**config.mk**
```make
export PLATFORM = sky130hd
export DESIGN_NAME = d_flip_flop_flat
export DESIGN_NICKNAME = d
export VERILOG_FILES = /design/src/rtl/d_flip_flop_pkg.sv /design/src/rtl/d_flip_flop_if.sv /design/src/rtl/d_flip_flop_d_latch.sv /design/src/rtl/d_flip_flop.sv /design/src/flat_wrapper.sv
export SDC_FILE = /design/constraint.sdc
export NUM_CORES = 1
export LEC_CHECK = 0
export CORE_AREA = 2 2 39 41
export DETAILED_ROUTE_END_ITERATION = 8
export DIE_AREA = 0 0 41 43
export PLACE_DENSITY_LB_ADDON = 0.15
export SETUP_SLACK_MARGIN = 0.02
export SYNTH_ARGS = -nofsm -noshare
export SYNTH_HDL_FRONTEND = slang
export SYNTH_HIERARCHICAL = 1
export SYNTH_SLANG_ARGS = --single-unit
export TNS_END_PERCENT = 20
```
**constraint.sdc**
```tcl
create_clock -name vclk -period 0.8
set_clock_uncertainty 0.2 [all_clocks]
set_input_delay 0.16 -clock vclk [all_inputs]
set_output_delay 0.16 -clock vclk [all_outputs]
set_load 0.005 [all_outputs]
```
**src/rtl/d_flip_flop_pkg.sv**
```systemverilog
// Shared types for the master-slave D flip-flop. These cover the decode of the
// asynchronous controls and the debug view of the internal latch state.
package d_flip_flop_pkg;

    typedef enum logic [1:0] {
        CTRL_RUN    = 2'd0,
        CTRL_RESET  = 2'd1,
        CTRL_PRESET = 2'd2
    } ctrl_mode_e;

    typedef struct packed {
        ctrl_mode_e mode;
        logic       master_q;
        logic       master_q_bar;
    } dff_debug_t;

    // Reset beats preset when both are asserted, so Q and Qbar never agree.
    function automatic ctrl_mode_e decode_ctrl(input logic r, input logic n_p);
        if (r) begin
            return CTRL_RESET;
        end
        if (!n_p) begin
            return CTRL_PRESET;
        end
        return CTRL_RUN;
    endfunction

endpackage

```
**src/rtl/d_flip_flop_if.sv**
```systemverilog
// Data, preset and output bundle of the flip-flop. Clock and reset stay as
// plain ports. The master drives nP and D, and the slave drives Q, Qbar and debug.
interface d_flip_flop_if;
    import d_flip_flop_pkg::*;

    logic       nP;
    logic       D;
    logic       Q;
    logic       Qbar;
    dff_debug_t debug;

    modport master (output nP, D, input Q, Qbar, debug);
    modport slave  (input nP, D, output Q, Qbar, debug);

endinterface

```
**src/rtl/d_flip_flop_d_latch.sv**
```systemverilog
// Level-sensitive D latch with asynchronous reset (active-high) and preset
// (active-low). Reset has priority over preset, and Qbar is derived from the same state bit.
module d_latch
    import d_flip_flop_pkg::*;
(
    input  logic D,
    input  logic enable,
    input  logic R,
    input  logic nP,
    output logic Q,
    output logic Qbar
);

    ctrl_mode_e mode;
    logic       state;

    assign mode = decode_ctrl(R, nP);

    always_latch begin
        if (mode == CTRL_RESET) begin
            state <= 1'b0;
        end else if (mode == CTRL_PRESET) begin
            state <= 1'b1;
        end else if (enable) begin
            state <= D;
        end
    end

    assign Q    = state;
    assign Qbar = ~state;

endmodule

```
**src/rtl/d_flip_flop.sv**
```systemverilog
// Rising-edge D flip-flop built from two latches. The master is open while
// C is low, and the slave is open while C is high.
module d_flip_flop
    import d_flip_flop_pkg::*;
(
    input  logic          C,
    input  logic          R,
    d_flip_flop_if.slave  bus
);

    logic c_n;
    logic master_q;
    logic master_q_bar;

    assign c_n = ~C;

    d_latch u_master (
        .D      (bus.D),
        .enable (c_n),
        .R      (R),
        .nP     (bus.nP),
        .Q      (master_q),
        .Qbar   (master_q_bar)
    );

    // Releasing R or nP while C is high leaves the master closed, so no capture happens until the next rise.
    d_latch u_slave (
        .D      (master_q),
        .enable (C),
        .R      (R),
        .nP     (bus.nP),
        .Q      (bus.Q),
        .Qbar   (bus.Qbar)
    );

    assign bus.debug = '{mode: decode_ctrl(R, bus.nP),
                         master_q: master_q,
                         master_q_bar: master_q_bar};

endmodule

```
**src/flat_wrapper.sv**
```systemverilog
// flat-port wrapper written by rule: the top's interface ports become plain ports
module d_flip_flop_flat import d_flip_flop_pkg::*;
  (C, R, bus_nP, bus_D, bus_Q, bus_Qbar, bus_debug);
  d_flip_flop_if bus_i ();
  input  logic C;
  input  logic R;
  input wire logic [$bits(bus_i.nP)-1:0] bus_nP;
  input wire logic [$bits(bus_i.D)-1:0] bus_D;
  output wire logic [$bits(bus_i.Q)-1:0] bus_Q;
  output wire logic [$bits(bus_i.Qbar)-1:0] bus_Qbar;
  output wire logic [$bits(bus_i.debug)-1:0] bus_debug;
  assign bus_i.nP = bus_nP;
  assign bus_i.D = bus_D;
  assign bus_Q = bus_i.Q;
  assign bus_Qbar = bus_i.Qbar;
  assign bus_debug = bus_i.debug;
  d_flip_flop u_core (.C(C), .R(R), .bus(bus_i));
endmodule
```
==> metrics.cfg <==
[worst_setup_path]
crit_fanout=2
cp.required_ns=0.44
worstPathArrival_ns=0.45
crit_path_end_kind=output pin
start_kind=input port
worstSetupPathType=in -> out

[global_route]
track_usage=0.0200
grt_pass1_vias=76
grt_pass1_wl_um=276
antenna_found_initial=0
grt_max_degree=5
grt_remaining_overflow=0

[floorplan]
initial_utilization=0.0741
rows=14
die_area_mm2=0.00176
fp.coreArea_mm2=0.00138
io_pins=10
fp.dieH_um=43
die_w_um=41

[clock_tree]
ctsHoldBuffers=0

[power_and_ir_drop]
power.switching_mw=0.0259
power.leakage_nw=0.107
power_density_mw_per_mm2=425
clockPowerShare=0
power_frac_seq=0.141
swShare=0.283
internal_power_mw=0.0656
vdd_drop_max_v=0.000143
pwr-share-comb=0.859

[layout]
post-route-cell-area_um2=215
antenna_cells=0
drive_gt1_frac=0.280
area_growth_pct=110
nNetsFinal=31

[place]
gp_congestion=0.525
portBuffers=10
post_dp_cell_area_um2=215

[logic_synthesis]
synth_seq_cells=2
synth_area_um2=103
yosys.cell_types.count=6
syn_inst=15
avgSynthCellArea_um2=6.84
syn-num-nets=19
synth.yosys.warnings=6

[timing]
max_freq_mhz=1240
slew_headroom=0.927
hold_viol=0
drv_slew=0
fin_crit_sh=1.01
unclocked_regs=2
layout_setup_ws_ns=-0.00699
finalSetupTns_ns=-0.00699
setup_viol=1
grt_setup_unrepaired=yes
period_needed_ns=0.807
tightest_slew_ns=0.109
untimed_endpoints=6

[outcome]
violations=negative setup slack
run_status=finished, violations left

[routing]
vias_per_cell=2.80
drt_first_pass_iters=1
dr.first_iter.drc_count=0
final_antenna_net_count=0
drc=0
wirelength_um=210
vias=115
wl_per_cell_um=5.12

[job]
max_cap_violations=0

[worst_hold_path]
whs_path_depth=2
min_path_type=in -> out

[state kept, by name, indices dropped and copies added (netlist names)]
signal,cells
u_core/u_slave/Q,1
u_core/u_master/Q,1
[cells in the final DEF, fill, tap and decap left out]
cell type	n
a21oi_1	2
buf_2	2
buf_4	3
buf_6	2
clkdlybuf4s50_1	6
dlxtp_1	2
inv_1	5
nor2_1	1
or3b_1	2
[cells in the mapped netlist]
master   number  share of area
buf_4         3           0.22
or3b_1        2           0.17
nor2_1        1          0.037
dlxtp_1       2           0.29
a21oi_1       2          0.098
inv_1         5           0.18
[layout make-up]
class / instances / area [um2]
Timing Repair Buffer: 13 / 115
Multi-Input combinational cell: 5 / 31.3
Inverter: 5 / 18.8
Tap cell: 16 / 20.0
Sequential cell: 2 / 30.0
Fill cell: 159 / 1170
[through the flow]
stage / hold slack [ns] / utilization / setup WS [ns] / instances / total power [mW]
4_1_cts: 0.293 / 0.146 / -0.0111 / 40 / 0.0863
3_3_place_gp: 1.02 / 0.156 / -0.762 / 40 / 0.0921
6_report: 0.290 / 0.156 / -0.00699 / 41 / 0.0915
3_5_place_dp: 1.02 / 0.156 / -0.767 / 40 / 0.0933
5_1_grt: 0.302 / 0.156 / -0.00953 / 41 / 0.100
2_1_floorplan: 0.147 / - / 0.169 / 15 / 0.0387
[layer usage]
metal / routed length (um) / GRT usage / up-vias / part of all wire
met1: 98 / 0.0350 / 42 / 0.47
met2: 69 / 0.0281 / 10 / 0.33
met4: 0 / 0 / 0 / 0
met5: 0 / 0 / - / 0
li1: - / - / 63 / -
met3: 42 / 0 / 0 / 0.20
[worst paths after layout]
path | start | slack (ns) | to
setup / recovery | bus_nP | -0.007 | bus_debug[3]
hold / removal | R | 0.29 | bus_debug[2]
[kinds of logic after synthesis]
group | synth area share
AOI/OAI and AO/OA | 0.0976
buffers and inverters | 0.402
latches | 0.293
and+or+nand+nor | 0.207
[worst max-delay path, cell delays in order]
cell	delay (ns)
buf_6	0.09
nor2_1	0.08
buf_2	0.11
[power groups by stage]
| stage | Clock [mW] | Combinational [mW] | Sequential, mW |
|---|---|---|---|
| finish | 0 | 0.0786 | 0.0129 |
| global route | 0 | 0.0862 | 0.0140 |
| CTS | 0 | 0.0732 | 0.0132 |
| detailed placement | 0 | 0.0802 | 0.0132 |
| global placement | 0 | 0.0794 | 0.0127 |
| floorplan | 0 | 0.0258 | 0.0129 |
[what timing repair did]
action                     4_1_cts  5_1_grt
buffers inserted                 0        1
gates resized for setup         17        1
setup endpoints to repair        2        1
pin swaps                        1        1
Note: power is estimated with default switching activity, not from simulation.
